--- src/rtl/seq_alu.sv ---
// seq_alu: multi-cycle ALU with iterative unsigned multiply/divide and valid/ready handshakes
module seq_alu #(
  parameter int W = 32
) (
  input  logic         clk,
  input  logic         reset,
  input  logic         in_valid,
  output logic         in_ready,
  input  logic [3:0]   op,
  input  logic [W-1:0] srcA,
  input  logic [W-1:0] srcB,
  output logic         out_valid,
  input  logic         out_ready,
  output logic [W-1:0] res_lo,
  output logic [W-1:0] res_hi,
  output logic         zero,
  output logic         div0,
  output logic         busy
);
  localparam int CW = $clog2(W) + 1;
  typedef enum logic [1:0] {IDLE, CALC, DONE} state_t;
  state_t r_state, w_next;
  logic [CW-1:0] r_cnt;
  logic [3:0] r_op;
  logic [W-1:0] r_opnd, r_lo, r_hi, w_res;
  logic r_div0, w_acc, w_dz, w_multi;
  logic [W:0] w_sum, w_rem, w_diff;
  assign w_acc = in_valid & in_ready;
  assign w_dz = op == 4'b1001 && srcB == '0;
  assign w_multi = (op == 4'b1000 || op == 4'b1001) && !w_dz;
  assign w_sum = {1'b0, r_hi} + {1'b0, r_opnd};
  assign w_rem = {r_hi, r_lo[W-1]};
  assign w_diff = w_rem - {1'b0, r_opnd};
  assign in_ready = r_state == IDLE;
  assign busy = r_state != IDLE;
  assign out_valid = r_state == DONE;
  assign res_lo = r_lo;
  assign res_hi = r_hi;
  assign zero = r_lo == '0;
  assign div0 = r_div0;
  // single-cycle result from the live operands, registered at the accept edge
  always_comb
    w_res = op == 4'b0000 ? srcA & srcB :
            op == 4'b0001 ? srcA | srcB :
            op == 4'b0010 ? srcA + srcB :
            op == 4'b0100 ? srcA & ~srcB :
            op == 4'b0101 ? srcA | ~srcB :
            op == 4'b0110 ? srcA - srcB :
            op == 4'b0111 ? {{(W-1){1'b0}}, $signed(srcA) < $signed(srcB)} : '0;
  // state register
  always_ff @(posedge clk or posedge reset)
    if (reset) r_state <= IDLE;
    else r_state <= w_next;
  // next state: divide by zero skips CALC, multi-cycle ops run W steps
  always_comb begin
    w_next = r_state;
    case (r_state)
      IDLE: if (w_acc) w_next = w_multi ? CALC : DONE;
      CALC: if (r_cnt == CW'(1)) w_next = DONE;
      DONE: if (out_ready) w_next = IDLE;
      default: w_next = IDLE;
    endcase
  end
  // operand latch, one shift-add / restoring shift-subtract step per CALC cycle
  always_ff @(posedge clk or posedge reset)
    if (reset) begin
      r_cnt <= '0;
      r_op <= '0;
      r_opnd <= '0;
      r_lo <= '0;
      r_hi <= '0;
      r_div0 <= 1'b0;
    end else if (w_acc) begin
      r_op <= op;
      r_div0 <= w_dz;
      r_cnt <= w_multi ? CW'(W) : '0;
      r_opnd <= op == 4'b1000 ? srcA : srcB;
      r_lo <= w_multi ? (op == 4'b1000 ? srcB : srcA) : w_dz ? '1 : w_res;
      r_hi <= w_dz ? srcA : '0;
    end else if (r_state == CALC) begin
      r_cnt <= r_cnt - CW'(1);
      if (r_op == 4'b1000) begin
        r_hi <= r_lo[0] ? w_sum[W:1] : {1'b0, r_hi[W-1:1]};
        r_lo <= {r_lo[0] ? w_sum[0] : r_hi[0], r_lo[W-1:1]};
      end else begin
        r_hi <= w_diff[W] ? w_rem[W-1:0] : w_diff[W-1:0];
        r_lo <= {r_lo[W-2:0], !w_diff[W]};
      end
    end
endmodule

--- config.mk ---
export PLATFORM = sky130hd
export DESIGN_NAME = seq_alu
export DESIGN_NICKNAME = d
export VERILOG_FILES = /design/src/rtl/seq_alu.sv
export SDC_FILE = /design/constraint.sdc
export NUM_CORES = 1
export LEC_CHECK = 0
export CAP_MARGIN = 20
export CORE_MARGIN = 1
export CORE_UTILIZATION = 45
export CTS_CLUSTER_DIAMETER = 60
export DETAILED_ROUTE_END_ITERATION = 10
export DONT_BUFFER_PORTS = 1
export PLACE_DENSITY = 0.63
export RECOVER_POWER = 25
export SYNTH_ARGS = -nofsm -noshare
export SYNTH_HDL_FRONTEND = slang
export SYNTH_SLANG_ARGS = --single-unit
--- constraint.sdc ---
create_clock -name clk -period 4.6 [get_ports clk]
set_input_delay 0.69 -clock clk [delete_from_list [all_inputs] [get_ports clk]]
set_output_delay 0.69 -clock clk [all_outputs]
set_load 0.005 [all_outputs]
# Yosys cells after proc, flatten, opt, wreduce, memory -nomap -nowiden
# Cells that the tools add are included.
dict set report op_classes {
  muxes 29
  n_reduce_logical 12
  bitwise_logic 6
  eq_ne 15
  addsub 5
  n_lt_le_gt_ge 1
}
# op count
set op_table {}
lappend op_table {{$mux W32} 19}
lappend op_table {{$and A32 B32 Y32} 2}
lappend op_table {{$logic_not A32 Y1} 2}
lappend op_table {{$or A32 B32 Y32} 2}
lappend op_table {{$add A32 B32 Y33} 1}
lappend op_table {{$sub A33 B32 Y33} 1}
lappend op_table {{$add A32 B32 Y32} 1}
lappend op_table {{$lt A32 B32 Y1} 1}
lappend op_table {{$not A32 Y32} 1}
lappend op_table {{$sub A32 B32 Y32} 1}
lappend op_table {{$mux W6} 3}
lappend op_table {{$eq A4 B3 Y1 const B} 4}
lappend op_table {{$eq A4 B4 Y1 const B} 3}
lappend op_table {{$mux W2} 4}
lappend op_table {{$eq A6 B1 Y1 const B} 1}
lappend op_table {{$pmux W2 S3} 1}
lappend op_table {{$sub A6 B1 Y6 const B} 1}
lappend op_table {{$eq A4 B1 Y1 const B} 1}
lappend op_table {{$eq A4 B2 Y1 const B} 1}
lappend op_table {{$logic_not A4 Y1} 1}
lappend op_table {{$ne A2 B1 Y1 const B} 2}
lappend op_table {{$reduce_bool A2 Y1} 2}
lappend op_table {{$reduce_and A3 Y1} 1}
lappend op_table {{$eq A2 B1 Y1 const B} 1}
lappend op_table {{8 further kinds} 11}
dict set report word_totals {
  reg_bits 109
  word_cells 75
  input_bits 72
  out_inout_bits 69
}

# Logic depth before layout (Yosys ltp)
dict set report depth {
  depth_word 11
  mapped_depth 15
}

# Worst setup path before layout
# No wires, ideal clock.
dict set report synth_path {
  path_type {input-to-reg}
  from {input port srcA[9]}
  to {register r_lo[27], in the netlist res_lo[27]}
  n_path_buf 1
  setup_time_ns 0.065
  required_time_ns 4.535
  slack_ns 1.198
  arrival_time_ns 3.338
  cell_stages 13
  path_cell_list {inv_1 > ha_1 > buf_6 > and3_1 > a221oi_2 > o221ai_1 > a31o_1 > a31o_1 > a311o_1 > a21boi_0 > mux2_2 > o21ai_0 > o22a_1}
}
dict set report synth_between {
  elab_chain_cells 10
  elab_cells_between_ends 11
  cone_classes {add/sub (2); mux (9)}
}
# element line
set synth_lines {}
lappend synth_lines {{start, declared} 10} ;# input logic [W-1:0] srcA,
lappend synth_lines {{$sub A32 B32 Y32} 48} ;# op == 4'b0110 ? srcA - srcB :
lappend synth_lines {{$mux W32} 48}
lappend synth_lines {{$mux W32} 47} ;# op == 4'b0101 ? srcA | ~srcB :
lappend synth_lines {{$mux W32} 46} ;# op == 4'b0100 ? srcA & ~srcB :
lappend synth_lines {{$mux W32 *} 45} ;# op == 4'b0010 ? srcA + srcB :
lappend synth_lines {{$mux W32 *} 44} ;# op == 4'b0001 ? srcA | srcB :
lappend synth_lines {{$mux W32 *} 43} ;# w_res = op == 4'b0000 ? srcA & srcB :
lappend synth_lines {{$mux W32 * (2 in a row)} 78} ;# r_lo <= w_multi ? (op == 4'b1000 ? srcB : srcA) : w_dz ? '1 : w_res;
lappend synth_lines {{$mux W32 *} 73} ;# end else if (w_acc) begin
lappend synth_lines {{end signal, assigned} 78}
lappend synth_lines {{end signal, assigned} 84} ;# r_lo <= {r_lo[0] ? w_sum[0] : r_hi[0], r_lo[W-1:1]};
lappend synth_lines {{end signal, assigned} 87} ;# r_lo <= {r_lo[W-2:0], !w_diff[W]};
lappend synth_lines {{end, declared} 25} ;# logic [W-1:0] r_opnd, r_lo, r_hi, w_res;
# Every way passes the cells marked *; elsewhere a longest branch is shown, timed or not.
# A chain may end at the register's enable or synchronous reset.

# Worst setup path after layout
dict set report layout_path {
  from {register r_hi[0], in the netlist res_hi[0]}
  to {register r_hi[15], in the netlist res_hi[15]}
}
dict set report layout_between {
  elab_chain_cells 5
  elab_cells_between_ends 7
  cone_classes {add/sub (2); mux (5)}
}
# element line
set layout_lines {}
lappend layout_lines {{start, declared} 25}
lappend layout_lines {{start signal, assigned} 79} ;# r_hi <= w_dz ? srcA : '0;
lappend layout_lines {{start signal, assigned} 83} ;# r_hi <= r_lo[0] ? w_sum[W:1] : {1'b0, r_hi[W-1:1]};
lappend layout_lines {{start signal, assigned} 86} ;# r_hi <= w_diff[W] ? w_rem[W-1:0] : w_diff[W-1:0];
lappend layout_lines {{$sub A33 B32 Y33 or $add A32 B32 Y33 (tied branches)} {33, 31}}
lappend layout_lines {{$mux W32 (on tied branches)} {86, 83}}
lappend layout_lines {{$mux W32 *} 82} ;# if (r_op == 4'b1000) begin
lappend layout_lines {{$mux W32 *} 80} ;# end else if (r_state == CALC) begin
lappend layout_lines {{$mux W32 *} 73}
# Every way passes the cells marked *; elsewhere a longest branch is shown, timed or not. The select of a mux whose other input is x is not followed.

==> impl_metrics.toml <==
[timing]
rsz0062_at_grt = "false"
hold_viol = 0
whs_ns = 0.405
fin_crit_sh = 0.869
finalMaxSlewViolations = 76
finalCriticalPeriod_ns = 4.00
setup_viol = 0
tightest_slew_ns = 2.31
fin_tns_setup_ns = 0
maxClockFrequency_mhz = 250
fin_skew_ns = 0.0131
relSlewSlack = -0.547

[clock_tree]
cts_setup_buffers = 0
clock_latency_ns = 0.38
clk_pin_slew_worst_paths_ns = 0.08
htreeDepth = 3
clockBufferDepth = 2
postCtsHoldBufs = 0
cts_tree = "yes"
cts_buffers = 9
cts_root_buffer = "clkbuf_16"
ctsResizeCount = 0
clock-sinks = 109

[global_route]
track_usage = 0.365
grt_pass1_wl_um = 99600
grt_pass1_vias = 16400
antenna_found_initial = 1
grt_max_degree = 70
overflow = 0

[pwr]
switching_share = 0.540
internal_power_mw = 4.45
combPwrFrac = 0.686
pwr-share-seq = 0.232
switchingPower_mw = 5.23
p_clk_frac = 0.082
peakVddDrop_mv = 0.373
leakage_nw = 7.38
p_per_area_nw_per_um2 = 592

[final_layout]
stdcell_area_um2 = 16400
mostFrequentLayoutCell = "nand2_1"
post-route-util = 0.483
layout_common_cells = "298 x nand2_1, 228 x a21oi_1, 197 x nor2_1"
area_delta_synth_final_pct = 4.36
instances_no_fill = 2616
fin_nets = 2433
drive_gt1_frac = 0.0475

[synth]
async_flop_share = 1.00
synthCells = 2245
synth_nets = 2516
synth.yosys.warnings = 0
ys.flop_type = "dfrtp_1"
synthesis.area_um2 = 15700
synth-seq-cells = 109
yosysUniqueCellTypes = 78
yosysSeqAreaShare = 0.174
synth_edf_count = 0
avgSynthCellArea_um2 = 6.98

[drt]
wl_um = 65800
drtIter0Drc = 2035
num_vias = 17400
wl_per_cell_um = 25.1
drt_pass1_iterations = 6
drtAntennaViolNets = 0
vias_per_cell = 6.66
route.detailed.drc = 0

[setup_path]
cp-end-kind = "flip-flop"
cpMaxStageDelayCell = "dfrtp_1"
crit_arrival_ns = 4.26
path_class = "reg -> reg"
cpLargestDelayFamily = "compound AO/OA/AOI/OAI gates"
crit_required_ns = 4.86
cp_num_buf_inv = 1
ff2ff_path_depth = 12
path_cells = "inv_1 -> fa_1 -> nand2b_1 -> a21oi_1 -> o21ba_2 -> a31o_2 -> nand3_1 -> a21boi_1 -> or3_1 -> nand2_2 -> a311oi_1 -> o21ai_0"
worst_setup_path_start_kind = "flip-flop"
crit_fanout = 19
cp.depth = 12
max_stage_delay_ns = 0.53

[worst_hold_path]
hp-class = "in -> reg"
hold-path-cell-count = 1

[floorplan]
rows = 67
coreArea_um2 = 33900
fp.dieH_um = 189
die_w_um = 189
ios = 141
die-area_um2 = 35600
start_util = 0.463

[placement]
hpwl_um = 49500
dp_cells = 2599
io_buffers = 0
gp_congestion = 1.03
post_dp_cell_area_um2 = 16100

[run_status]
violations = "max-capacitance violations, max-slew violations"
status = "complete, but fails checks"

[job]
drv_cap = 2
## routing by layer
metal	wire, µm	up-vias	global-route usage
li1	-	7951	-
met1	26600	8307	0.461
met2	28400	962	0.552
met3	6990	213	0.108
met4	3720	2	0.201
met5	21	-	0
## registers in the layout (all words and copies together), names as in the netlist
| name | cells |
|---|---|
| r_opnd | 32 |
| res_hi | 32 |
| r_op | 4 |
| res_lo | 32 |
| r_cnt | 6 |
| div0 | 1 |
| r_state | 2 |
## worst paths after layout
kind | start | end | slack [ns]
max | res_hi[0]$_DFFE_PP0P_ | res_hi[15]$_DFFE_PP0P_ | 0.60
min | out_ready | r_state[1]$_DFFE_PP0P_ | 0.41
max reg2reg | res_hi[0]$_DFFE_PP0P_ | res_hi[15]$_DFFE_PP0P_ | 0.60
min reg2reg | div0$_DFFE_PP0P_ | div0$_DFFE_PP0P_ | 0.52
max in group asynchronous | reset | res_hi[27]$_DFFE_PP0P_ | 1.16
min in group asynchronous | reset | res_lo[10]$_DFFE_PP0P_ | 0.80
## power groups by stage
stage | sequential [mW] | combinational (mW) | clock (mW)
floorplan | 1.86 | 5.08 | 0
global placement | 2.23 | 6.39 | 0
detailed placement | 2.23 | 6.47 | 0
CTS | 2.21 | 6.52 | 0.797
global route | 2.29 | 7.36 | 0.831
finish | 2.25 | 6.64 | 0.794
## cells in the mapped netlist (10+ instances only)
library cell | n | area (µm²)
a211oi_1 | 35 | 263
a21o_1 | 38 | 285
a21oi_1 | 228 | 1140
a221oi_1 | 27 | 236
a22oi_1 | 11 | 82.6
a31oi_1 | 83 | 519
and3_1 | 15 | 93.8
clkbuf_1 | 124 | 465
dfrtp_1 | 109 | 2730
ha_1 | 195 | 2440
inv_1 | 157 | 589
mux2i_1 | 23 | 230
nand2_1 | 299 | 1120
nand2b_1 | 40 | 250
nand3_1 | 51 | 255
nand4_1 | 14 | 87.6
nor2_1 | 198 | 743
nor2b_1 | 17 | 106
nor3_1 | 44 | 220
nor4_1 | 22 | 138
o211ai_1 | 22 | 165
o21a_1 | 19 | 143
o21ai_0 | 176 | 881
o21bai_1 | 20 | 150
o221ai_1 | 18 | 158
o22ai_1 | 23 | 144
o31ai_1 | 15 | 113
or2_2 | 10 | 62.6
xnor2_1 | 43 | 377
xor2_1 | 22 | 193
## per-stage QoR
step                      worst slack [ns]  power [mW]
after CTS                            0.633        9.53
after floorplan                       1.04        6.95
after detailed placement             0.661        8.70
after global placement               0.681        8.61
final                                0.601        9.68
after global routing                 0.281        10.5
## cells by family (layout without fill, tap and decap cells)
kind of cell	count (synthesis)	count (layout)	share of synthesized area
xor+xnor	65	65	0.0363
flops	109	109	0.174
buf+inv	294	216	0.0713
other cells	0	1	0
simple gates	745	745	0.213
mux	28	28	0.0183
compound gates	805	805	0.326
fa+ha+maj	199	199	0.161
## layout make-up
class	instances	area, µm²
fill	3453	17500
clock buffer	12	236
tap	448	561
multi-input combinational	1842	11900
timing repair buffer	43	319
inverter	157	591
clock inverter	4	33.8
antenna	1	2.50
sequential	109	2730
## worst register-to-register path: stages, from the launching register on
cell and delay (ns):
dfrtp_1 0.53, inv_1 0.13, fa_1 0.46, nand2b_1 0.20
a21oi_1 0.29, o21ba_2 0.25, a31o_2 0.24, nand3_1 0.15
a21boi_1 0.29, or3_1 0.37, nand2_2 0.35, a311oi_1 0.50
o21ai_0 0.12
No activity file was read; power rests on OpenSTA's default activity.
